$ cat config.mk
export PLATFORM = sky130hd
export DESIGN_NAME = pe_array_ctrl
export DESIGN_NICKNAME = d
export VERILOG_FILES = /design/src/rtl/pe_array_ctrl_pkg.sv /design/src/rtl/pe_array_ctrl_delay.sv /design/src/rtl/pe_array_ctrl.sv
export SDC_FILE = /design/constraint.sdc
export NUM_CORES = 1
export LEC_CHECK = 0
export ABC_AREA = 1
export BUFFER_PORTS_ARGS = -buffer_cell sky130_fd_sc_hd__buf_2
export CORE_MARGIN = 1
export CORE_UTILIZATION = 40
export CTS_BUF_LIST = sky130_fd_sc_hd__clkbuf_8
export DETAILED_ROUTE_END_ITERATION = 6
export GPL_TIMING_DRIVEN = 0
export PLACE_DENSITY = 0.61
export SETUP_SLACK_MARGIN = 0.4
export SLEW_MARGIN = 5
export SYNTH_ARGS = -nofsm -noshare
export SYNTH_HDL_FRONTEND = slang
export SYNTH_SLANG_ARGS = --single-unit
export TNS_END_PERCENT = 50
$ cat constraint.sdc
create_clock -name clk -period 1.6 [get_ports clk]
set_input_delay 0.16 -clock clk [delete_from_list [all_inputs] [get_ports clk]]
set_output_delay 0.16 -clock clk [all_outputs]
set_load 0.02 [all_outputs]
$ cat src/rtl/pe_array_ctrl_pkg.sv
// Shared types and defaults for the PE array controller.
// Holds the FSM state encoding, the delay-line entry that carries a row
// issue down to the psum write port, and the default geometry constants.
package pe_array_ctrl_pkg;

    localparam int DEF_IMG_H    = 64;
    localparam int DEF_CH       = 1;
    localparam int DEF_PIPE_LAT = 3;

    // Row field in the delay-line entry is sized for the largest supported
    // image; the top truncates it to its own address width.
    localparam int ROW_W_MAX = 16;

    typedef enum logic [2:0] {
        ST_IDLE   = 3'd0,
        ST_LOAD_W = 3'd1,
        ST_STREAM = 3'd2,
        ST_DRAIN  = 3'd3,
        ST_DONE   = 3'd4
    } state_t;

    // One row issue travelling through the array latency.
    typedef struct packed {
        logic                 valid;
        logic [ROW_W_MAX-1:0] row;
        logic                 acc;
    } issue_t;

endpackage

$ cat src/rtl/pe_array_ctrl_delay.sv
// ctrl_delay_line: fixed-depth shift register that delays each row issue by
// exactly DEPTH cycles so the psum write lines up with the array result.
module ctrl_delay_line
    import pe_array_ctrl_pkg::*;
#(
    parameter int DEPTH = DEF_PIPE_LAT
) (
    input  logic   clk,
    input  logic   rst,
    input  issue_t din,
    output issue_t dout
);

    issue_t stage [DEPTH];

    // Shift the entry one stage per cycle; stage DEPTH-1 is the output.
    always_ff @(posedge clk) begin
        if (rst) begin
            // NOTE: the stages are reset (not just the valid bits left to
            // drain) so an aborted pass can never emit a late psum write.
            for (int i = 0; i < DEPTH; i++) begin
                stage[i] <= '0;
            end
        end else begin
            stage[0] <= din;
            for (int i = 1; i < DEPTH; i++) begin
                stage[i] <= stage[i-1];
            end
        end
    end

    assign dout = stage[DEPTH-1];

endmodule

$ cat src/rtl/pe_array_ctrl.sv
// pe_array_ctrl: sequences one layer pass over a row-stationary PE array.
// Per channel: load filter/bias, stream IMG_H-2 triple-row reads, then wait
// PIPE_LAT cycles for the last results to be written to the psum buffer.
// Optional feature: define DONE_IRQ_EN to add a sticky completion interrupt
// (ports irq_clr/irq); without it those ports and their logic are absent.
module pe_array_ctrl
    import pe_array_ctrl_pkg::*;
#(
    parameter int IMG_H    = DEF_IMG_H,
    parameter int CH       = DEF_CH,
    parameter int PIPE_LAT = DEF_PIPE_LAT
) (
    input  logic                    clk,
    input  logic                    rst,
    input  logic                    start,
    output logic                    w_load,
    output logic [$clog2(CH):0]     w_ch,
    output logic                    if_rd_en,
    output logic [$clog2(IMG_H)-1:0] if_row_addr,
    output logic                    ps_we,
    output logic [$clog2(IMG_H)-1:0] ps_row_addr,
    output logic                    ps_acc,
    output logic                    busy,
    output logic                    done
`ifdef DONE_IRQ_EN
    ,
    input  logic                    irq_clr,
    output logic                    irq
`endif
);

    localparam int ROW_W = $clog2(IMG_H);
    localparam int CH_W  = $clog2(CH) + 1;
    localparam int LAT_W = $clog2(PIPE_LAT + 1);
    localparam int NROW  = IMG_H - 2;

    localparam logic [ROW_W-1:0] ROW_LAST = ROW_W'(NROW - 1);
    localparam logic [LAT_W-1:0] LAT_LAST = LAT_W'(PIPE_LAT - 1);
    localparam logic [CH_W-1:0]  CH_LAST  = CH_W'(CH - 1);

    state_t           state;
    logic [ROW_W-1:0] row_cnt;
    logic [CH_W-1:0]  ch_cnt;
    logic [LAT_W-1:0] lat_cnt;

    issue_t issue_in;
    issue_t issue_out;
    logic   unused_row_bits;

    // Pass sequencer: every counter terminal value forces a state exit, so
    // none of them can wrap.
    always_ff @(posedge clk) begin
        if (rst) begin
            // NOTE: sequential state uses non-blocking assignments so every
            // register samples the pre-edge values of the others.
            state   <= ST_IDLE;
            row_cnt <= '0;
            ch_cnt  <= '0;
            lat_cnt <= '0;
        end else begin
            case (state)
                ST_IDLE: begin
                    if (start) begin
                        state  <= ST_LOAD_W;
                        ch_cnt <= '0;
                    end
                end
                ST_LOAD_W: begin
                    state   <= ST_STREAM;
                    row_cnt <= '0;
                end
                ST_STREAM: begin
                    if (row_cnt == ROW_LAST) begin
                        state   <= ST_DRAIN;
                        row_cnt <= '0;
                        lat_cnt <= '0;
                    end else begin
                        row_cnt <= row_cnt + 1'b1;
                    end
                end
                ST_DRAIN: begin
                    if (lat_cnt == LAT_LAST) begin
                        lat_cnt <= '0;
                        if (ch_cnt == CH_LAST) begin
                            state <= ST_DONE;
                        end else begin
                            state  <= ST_LOAD_W;
                            ch_cnt <= ch_cnt + 1'b1;
                        end
                    end else begin
                        lat_cnt <= lat_cnt + 1'b1;
                    end
                end
                ST_DONE: begin
                    // Clearing here keeps w_ch at 0 throughout IDLE.
                    state  <= ST_IDLE;
                    ch_cnt <= '0;
                end
                default: begin
                    state <= ST_IDLE;
                end
            endcase
        end
    end

    // State-decoded strobes and the entry pushed into the delay line.
    always_comb begin
        // NOTE: every output gets a default first so no path leaves one
        // unassigned and infers a latch.
        w_load      = 1'b0;
        if_rd_en    = 1'b0;
        if_row_addr = '0;
        busy        = (state != ST_IDLE);
        done        = 1'b0;
        w_ch        = ch_cnt;
        issue_in    = '0;
        case (state)
            ST_LOAD_W: w_load = 1'b1;
            ST_STREAM: begin
                if_rd_en       = 1'b1;
                if_row_addr    = row_cnt;
                issue_in.valid = 1'b1;
                issue_in.row   = ROW_W_MAX'(row_cnt);
                issue_in.acc   = (ch_cnt != '0);
            end
            ST_DONE:   done = 1'b1;
            default:   ;
        endcase
    end

    ctrl_delay_line #(
        .DEPTH (PIPE_LAT)
    ) u_delay (
        .clk  (clk),
        .rst  (rst),
        .din  (issue_in),
        .dout (issue_out)
    );

    // Psum write port comes straight off the delayed entry; address and acc
    // are forced to 0 whenever no write is in progress.
    always_comb begin
        ps_we       = issue_out.valid;
        ps_row_addr = issue_out.valid ? issue_out.row[ROW_W-1:0] : '0;
        ps_acc      = issue_out.valid & issue_out.acc;
    end

    // Upper row bits are always zero for this IMG_H.
    assign unused_row_bits = ^issue_out.row;

`ifdef DONE_IRQ_EN
    // Sticky completion interrupt: set on done, cleared by irq_clr, set wins.
    always_ff @(posedge clk) begin
        if (rst) begin
            irq <= 1'b0;
        end else if (done) begin
            irq <= 1'b1;
        end else if (irq_clr) begin
            irq <= 1'b0;
        end
    end
`endif

endmodule

### After elaboration in Yosys (flattened, before gate mapping)

Memories as Yosys holds them, arrays and structs flattened.
Index checks and enable logic that the tools add are counted.

| word-level totals | value |
|---|---|
| flip-flop bits (word level) | 12 |
| memory bits (writable) | 54 |
| input bits | 3 |
| output and inout port bits | 19 |
| logic and storage cells | 55 |
| memories kept | 1 |

Memory list:

| name | depth | width | read ports | clocked after Yosys merged registers in | wr ports | line | source |
|---|---|---|---|---|---|---|---|
| u_delay.stage | 3 | 18 | 3 | 0 | 3 | pe_array_ctrl_delay.sv:14 | `issue_t stage [DEPTH];` |

| cells by class | value |
|---|---|
| add/sub/neg operators | 3 |
| eq/ne operators | 9 |
| muxes and demuxes | 26 |
| bitwise operators | 4 |
| reductions and logical operators | 8 |

Operators by type and width:

| kind | number |
|---|---|
| two-way mux 18 bit | 4 |
| two-way mux 6 bit | 3 |
| two-way mux 3 bit | 4 |
| one-hot mux 3 bit (4 select lines) | 1 |
| one-hot mux 6 bit (2 select lines) | 1 |
| two-way mux 1 bit | 9 |
| adder 6 x 1 -> 6 bit, second input constant | 1 |
| equality test 3 x 2 -> 1 bit, second input constant | 2 |
| equality test 6 bit, second input constant | 1 |
| != test 2 bit, second input constant | 3 |
| AND reduction 3 bit | 2 |
| nonzero test 3 bit | 2 |
| two-way mux 2 bit | 2 |
| one-hot mux 2 bit (2 select lines) | 1 |
| nonzero test 2 bit | 2 |
| equality test 3 x 1 -> 1 bit, second input constant | 1 |
| equality test 3 bit, second input constant | 1 |
| zero test 3 bit | 1 |
| bitwise OR 1 bit | 3 |
| one-hot mux 1 bit (3 select lines) | 1 |
| adder 2 x 1 -> 2 bit, second input constant | 1 |
| equality test 2 bit, second input constant | 1 |
| AND reduction 2 bit | 1 |
| adder 1 bit, second input constant | 1 |
| AND 1 bit | 1 |

### Logic depth before layout (Yosys ltp)

Gate-level depths: netlist (run 1).

| depth | value |
|---|---|
| depth after elaboration | 4 |
| mapped depth | 9 |
| gate-level depth less buffers | 9 |

### Modules after synthesis

A second synthesis (run 1) with hierarchy kept.

| unflattened totals | value |
|---|---|
| cell total of the unflattened synthesis | 301 |
| area total of the unflattened synthesis | 2,403.6 µm² |

Modules (own cells, without submodules):

| module | instances | cells each | area each (µm²) | sequential area each (µm²) |
|---|---|---|---|---|
| ctrl_delay_line | 1 | 186 | 1,689.1 | 1,081.0 |
| pe_array_ctrl | 1 | 115 | 714.4 | 220.2 |

### Least setup slack after synthesis (run 1)

No wires, ideal clock.

| timing path | value |
|---|---|
| path kind | reg2reg |
| start point | register row_cnt[1] |
| end point | register state[1] |
| data arrival time | 1.051 ns |
| data required time | 1.491 ns |
| setup slack | 0.440 ns |
| cell stages (with the launch flop) | 10 |
| clock period less this slack | 1.160 ns |
| path through | dfxtp_1 -> inv_1 -> ha_1 -> nand3_1 -> nor2_2 -> nor2_4 -> nor2_2 -> nand2_1 -> nand2_1 -> inv_1 |

| between the ends | value |
|---|---|
| word-level cells in the longest chain between the ends | 3 |

Ends and longest elaborated chain:

| what | line | source |
|---|---|---|
| start: declaration | pe_array_ctrl.sv:42 | `logic [ROW_W-1:0] row_cnt;` |
| start signal: assignment | pe_array_ctrl.sv:78 | `row_cnt <= row_cnt + 1'b1;` |
| equality test 6 bit | pe_array_ctrl.sv:73 | `if (row_cnt == ROW_LAST) begin` |
| != test 2 bit (no line) | -- |  |
| AND reduction 3 bit (no line) | -- |  |
| end signal: assignment | pe_array_ctrl.sv:69 | `state <= ST_STREAM;` |
| end signal: assignment | pe_array_ctrl.sv:74 | `state <= ST_DRAIN;` |
| end signal: assignment | pe_array_ctrl.sv:85 | `state <= ST_DONE;` |
| end: declaration | pe_array_ctrl.sv:41 | `state_t state;` |

No other way between the ends.
A chain may end at the register's enable or synchronous reset.

### Worst setup path after layout (run 1)

| timing path | value |
|---|---|
| start point | register state[1] |
| end point | output port if_row_addr[3] |

| between the ends | value |
|---|---|
| word-level cells in the longest chain between the ends | 2 |

Ends and longest elaborated chain:

| what | line | source |
|---|---|---|
| start signal: assignment | pe_array_ctrl.sv:56 | `state <= ST_IDLE;` |
| start signal: assignment | pe_array_ctrl.sv:64 | `state <= ST_LOAD_W;` |
| start signal: assignment | pe_array_ctrl.sv:69 |  |
| equality test 3 x 2 -> 1 bit | pe_array_ctrl.sv:117 | `case (state)` |
| two-way mux 6 bit | pe_array_ctrl.sv:117 |  |
| end: declaration | pe_array_ctrl.sv:19 | `output logic [$clog2(IMG_H)-1:0] if_row_addr,` |

No other way between the ends.

==> impl_metrics.yaml, run 1 <==
global_routing:
  grt_max_degree: 11
  antenna_found_initial: 0
  use_met1: 0.163
  use_met3: 0.0396
  track_usage: 0.157
  grt_overflow_total: 0
  grt.busiest_layer: "met2"
  use_met2: 0.274
  grt_pass1_vias: 976
  grt_pass1_wl_um: 3890
timing:
  clock.fmax_ghz: 0.757
  setup_viol: 0
  slew_headroom: 0.644
  hold_viol: 0
  rsz0062_at_grt: "yes"
  setup_tns_ns: 0
  finalCriticalPeriod_ns: 1.32
  max_slew.worst_pin.slew_ns: 0.534
  finalWorstSetupSlack_ns: 0.279
  clock-skew-final_ns: 0.00454
  finalCritPeriodShare: 0.826
  slew_viol_final: 0
detailed_routing:
  dr_total_vias: 1070
  drc_errors: 0
  avgViaCountPerCell: 4.25
  wl_per_cell_um: 9.69
  antenna_left: 0
  dr.pass1.iters: 5
  drt-total-wl_um: 2440
  dr.first_iter.drc_count: 15
worst_setup_path:
  path_max_fanout: 5
  crit_type: "reg -> out"
  regToRegStartpoint: "state[1]"
  cp.required_ns: 1.44
  end_kind: "output port"
  cp-startpoint: "state[1]"
  cp_data_arrival_time_ns: 1.16
  cp-start-kind: "register"
floorplanning:
  core-area_sq_um: 3050
  io_pins: 22
  rows: 20
  fp.dieH_um: 58.6
  die-area_sq_um: 3430
  initial_core_util: 0.419
  die_w_um: 58.6
cells_and_area:
  layout.nets: 212
  postLayoutCoreUtil: 0.568
  area_growth_pct: 35.4
  drive_above_1_share: 0.322
  fill_cells: 305
  regArea_sq_um: 649
  n_antenna_cell: 0
  multiInputGateArea_sq_um: 546
  final_common_cell: "inv_1"
  layout_common_cells: "37 x inv_1, 28 x nor2_1, 27 x nand2_1, 27 x dfxtp_1, 11 x buf_2"
logic_synthesis:
  synth_area_leader_cell: "dfxtp_1"
  synth_cell_types: 21
  synthDominantCellAreaShare: 0.500
  ys_warn_count: 0
  ys_seq_area_frac: 0.500
  syn_area_sq_um: 1280
  syn_inst: 173
  synth_area_leaders: "dfxtp_1 50%, inv_1 11%, nor2_1 10%, nand2_1 8.5%, a21oi_1 2.3%"
  synth_seq_cells: 32
  avgSynthCellArea_sq_um: 7.40
run_status:
  status: "finished, final reports clean"
cts:
  cts_sinks: 32
  clockBufferDepth: 2
  cts_tree: "yes"
  cts-root-buf: "clkbuf_8"
  insertion_delay_ns: 0.28
  htreeDepth: 2
  cts_buffers: 5
  clk_pin_slew_ns: 0.06
place:
  place_ws_ns: 0.261
  place_hpwl_um: 1540
  gp_congestion: 0.808
  portBuffers: 19
pwr:
  peakVddDrop_mv: 0.769
  power_density_nw_per_um2: 1370
  leakagePower_nw: 0.795
hold_path:
  worstHoldStart: "rst"
  hold_class: "in -> reg"
job:
  drv_cap: 0
-- where the power goes --
group | leakage, nW | switching, mW | internal [mW]
registers | 0.261 | 0.0464 | 0.864
clock network | 0.0593 | 0.288 | 0.455
logic | 0.475 | 0.453 | 0.269
total | 0.795 | 0.787 | 1.59
-- final timing paths --
check | to | slack [ns] | cells past startpoint
min | u_delay.stage[0][17] | 0.13 | 2
max | if_row_addr[3] | 0.28 | 5
max reg2reg | state[0] | 0.32 | 8
min reg2reg | u_delay.stage[0][19] | 0.40 | 2
-- worst max-delay path, stage by stage (launching register included) --
cell	delay, ns
dfxtp_2	0.34
inv_2	0.05
nor2_4	0.15
nand2_4	0.11
nor2_2	0.11
buf_6	0.12
-- flip-flops by register name (all words and copies together), names as in the netlist --
signal / flops
u_delay.stage: 21
lat_cnt: 2
row_cnt: 6
state: 3
-- metal layers --
layer / up-vias / wire (um)
met2: 19 / 1230
met4: 0 / 53
met5: - / 0
li1: 561 / -
met3: 7 / 108
met1: 483 / 1050
-- Yosys cell counts --
cell type and count:
o21bai_1 1, buf_4 3, ha_1 2, inv_2 2
nand3b_1 1, clkbuf_1 2, inv_1 39, dfxtp_1 32
nor2_4 2, nand3_1 4, nand3_2 1, xor2_1 3
nor2_1 35, nor2_2 2, o21ai_0 5, a21oi_2 1
nand2_1 29, nor3_1 1, nand2_4 1, conb_1 1
a21oi_1 6
-- final cells by class --
cell class	instances	area share
tap	44	0.0318
timing repair buffer	25	0.105
multi-input combinational	97	0.315
sequential	32	0.375
clock inverter	3	0.0224
buffer	5	0.0195
inverter	41	0.0917
clock buffer	5	0.0397
-- logic make-up after synthesis --
| logic type | after synthesis | synth area share |
|---|---|---|
| fa+ha+maj | 2 | 0.0195 |
| other cells | 1 | 0.00293 |
| buf+inv | 46 | 0.144 |
| simple gates | 76 | 0.257 |
| compound gates | 13 | 0.0557 |
| xor+xnor | 3 | 0.0205 |
| flops | 32 | 0.500 |
-- through the flow --
step	area [sq um]	power, mW	hold WS [ns]	instances
after global placement	1430	1.40	0.390	237
after floorplan	1280	1.29	0.244	174
after detailed placement	1430	1.41	0.397	237
after CTS	1670	2.31	0.130	252
final	1730	2.38	0.134	252
after global routing	1730	2.50	0.151	252
-- repair_timing --
action | in CTS | in global routing
endpoints found under the setup margin | 20 | 26
hold buffers | 0 | 0
cloned | 1 | 0
resized for setup | 26 | 23
pin swaps | 7 | 5
setup buffers | 6 | 0
endpoints found under the hold margin | 0 | 0
Note: power is estimated with default switching activity, not from simulation.
==> run 2: changes to the inputs <==
Settings changed: ABC_AREA 1 to 0, PLACE_DENSITY 0.61 to 0.63.
Clock period 1.6 ns to 1.11 ns, I/O delays scaled along.
==> run 2 against run 1 <==
Compared with the run above:
- largest cell class is now multi-input combinational cells
- first-iteration DRC count is 73% higher
- utilization is 3.6 points higher
- non-clock buffer count is 11 higher
- clock skew is 0.0013 ns higher
- synthesized cell count is 24% lower
- sequential share of layout area is 2.3 points lower
- synthesized area is 1.8% higher
- combinational power is 53% lower
- the flow now finishes with violations (setup timing)
==> impl_metrics.yaml, run 2 <==
run_status:
  status: "finished with violations"
  violations: "setup timing"
worst_setup_path:
  cp.required_ns: 1.33
  reg2reg_to: "row_cnt[5]"
  reg2reg_setup_slack_ns: -0.36
  end_kind: "register"
  path_max_fanout: 5
  worst-r2r-cell-count: 3
  cp_data_arrival_time_ns: 1.69
  crit_type: "reg -> reg"
  regToRegStartpoint: "state[2]"
  cp-start-kind: "register"
detailed_routing:
  dr.first_iter.drc_count: 26
  drt-total-wl_um: 2620
  dr.pass1.iters: 4
  drc_errors: 0
  antenna_left: 0
  wl_per_cell_um: 12.1
  dr_total_vias: 1035
  avgViaCountPerCell: 4.79
place:
  portBuffers: 19
  place_ws_ns: -0.401
  place_hpwl_um: 1520
  gp_congestion: 0.775
cts:
  cts_tree: "yes"
  clk_pin_slew_ns: 0.06
  htreeDepth: 2
  cts_sinks: 32
  cts_buffers: 5
  cts-root-buf: "clkbuf_8"
  insertion_delay_ns: 0.28
  hold_buffers: 0
  clockBufferDepth: 2
cells_and_area:
  top_regs: "u_delay.stage: 21 flops, row_cnt: 6 flops, state: 3 flops"
  final_common_cell: "dfxtp_1"
  postLayoutCoreUtil: 0.603
  largest_register_ffs: 21
  top_register: "u_delay.stage"
  n_antenna_cell: 0
  layout.nets: 177
  layout_common_cells: "26 x dfxtp_1, 16 x buf_6, 15 x buf_4, 14 x nor2b_1, 9 x and2_1"
  drive_above_1_share: 0.442
  area_growth_pct: 42.6
pwr:
  peakVddDrop_mv: 0.697
  p_total_mw: 2.34
  power_density_nw_per_um2: 1260
  leakagePower_nw: 0.759
floorplanning:
  core-area_sq_um: 3080
  die-area_sq_um: 3490
  rows: 20
  initial_core_util: 0.423
  io_pins: 22
  fp.dieH_um: 59.1
  die_w_um: 59.1
logic_synthesis:
  ys_seq_area_frac: 0.492
  ys.flop_type: "dfxtp_1"
  syn_area_sq_um: 1300
  syn_inst: 132
  avgSynthCellArea_sq_um: 9.87
  synthDominantCellAreaShare: 0.492
  synth_seq_cells: 32
  synth_area_leader_cell: "dfxtp_1"
  yosysMostFrequentCell: "dfxtp_1"
  synth_edf_count: 0
  synth_cell_types: 39
  ys_warn_count: 0
  yosys-top-cells-count: "32 x dfxtp_1, 16 x and2_1, 14 x nor2b_1, 8 x inv_1, 8 x o211ai_1"
  synth_area_leaders: "dfxtp_1 49%, and2_1 7.7%, nor2b_1 6.7%, o211ai_1 4.6%, a21oi_1 2.3%"
  synth-async-reset-ratio: 0
hold_path:
  holdPathEnd: "u_delay.stage[0][53]"
  whs_path_depth: 2
  hold_class: "in -> reg"
  worstHoldStart: "rst"
timing:
  finalCritPeriodShare: 1.33
  clock-skew-final_ns: 0.00584
  setup_viol: 25
  hold_viol: 0
  rsz0062_at_grt: "yes"
  finalCriticalPeriod_ns: 1.47
  slew_viol_final: 0
  finalWorstSetupSlack_ns: -0.361
  clock.fmax_ghz: 0.680
global_routing:
  grt_pass1_vias: 913
  grt_overflow_total: 0
  grt_pass1_wl_um: 4120
  track_usage: 0.164
  antenna_found_initial: 0
  grt_max_degree: 11
job:
  drv_cap: 0
-- run 2: cell count changes after synthesis, sizes merged, moves of 8 or more --
cell	delta
and2	+16
inv	-33
nand2	-28
nor2	-36
nor2b	+14
o211ai	+8
-- run 2: metal layers --
| layer | track usage | vias up | routed length (um) |
|---|---|---|---|
| met1 | 0.193 | 468 | 1130 |
| met2 | 0.261 | 29 | 1310 |
| met3 | 0.0590 | 8 | 124 |
| li1 | - | 530 | - |
| met5 | 0 | - | 0 |
| met4 | 0.0884 | 0 | 57 |
-- run 2: logic make-up (layout without fill, tap and decap cells) --
| kind of cell | after synthesis | after routing | synth area share |
|---|---|---|---|
| buffers and inverters | 17 | 56 | 0.0797 |
| xor gates and xnor gates | 1 | 1 | 0.00673 |
| and+or+nand+nor | 54 | 54 | 0.263 |
| DFF | 32 | 32 | 0.492 |
| AOI/OAI and AO/OA | 25 | 25 | 0.136 |
| other | 1 | 2 | 0.00288 |
| adders and majority gates | 2 | 2 | 0.0192 |
-- run 2: area by class of cell --
| type | instances | area (sq um) |
|---|---|---|
| Clock inverter | 2 | 8.76 |
| Buffer | 9 | 77.6 |
| Fill cell | 257 | 1220 |
| Multi-Input combinational cell | 84 | 668 |
| Timing Repair Buffer | 32 | 290 |
| Sequential cell | 32 | 653 |
| Tap cell | 44 | 55.1 |
| Inverter | 8 | 35.0 |
| Clock buffer | 5 | 68.8 |
-- run 2: through the flow --
step	setup TNS, ns	instance area [sq um]	std cells	hold slack (ns)
after floorplan	-1.70	1340	133	0.183
after global placement	-4.28	1490	196	0.384
after global routing	-7.26	1860	216	0.101
after CTS	-5.48	1740	212	0.0838
after detailed placement	-4.68	1490	196	0.382
final	-5.58	1860	216	0.0938
-- run 2: report_power, final --
group	internal [mW]	leakage, nW	switching (mW)	total, mW
Combinational	0.175	0.452	0.164	0.340
Sequential	1.17	0.262	0.0270	1.20
Clock	0.416	0.0452	0.385	0.801
Total	1.76	0.759	0.576	2.34
-- run 2: critical path: stages (launching register included) --
cell and delay, ns:
dfxtp_4 0.37, or4b_4 0.57, or4_1 0.42, nand3_1 0.07
-- run 2: what timing repair did --
item,CTS,global route
endpoints found under the setup margin,35,37
gates resized for setup,42,28
buffers inserted,8,4
hold endpoints to repair,0,0
cloned,1,0
pin swaps,2,3
-- run 2: how the worst max path moves through the flow --
stage                from              to  slack [ns]  cells after the start
3_5_place_dp   row_cnt[0]        state[0]       -0.40                      4
3_3_place_gp   row_cnt[0]        state[0]       -0.35                      4
6_report         state[2]      row_cnt[5]       -0.36                      3
4_1_cts          state[1]  if_row_addr[5]       -0.35                      5
5_1_grt        row_cnt[1]        state[0]       -0.43                      5
2_1_floorplan    state[1]      row_cnt[5]       -0.30                      4
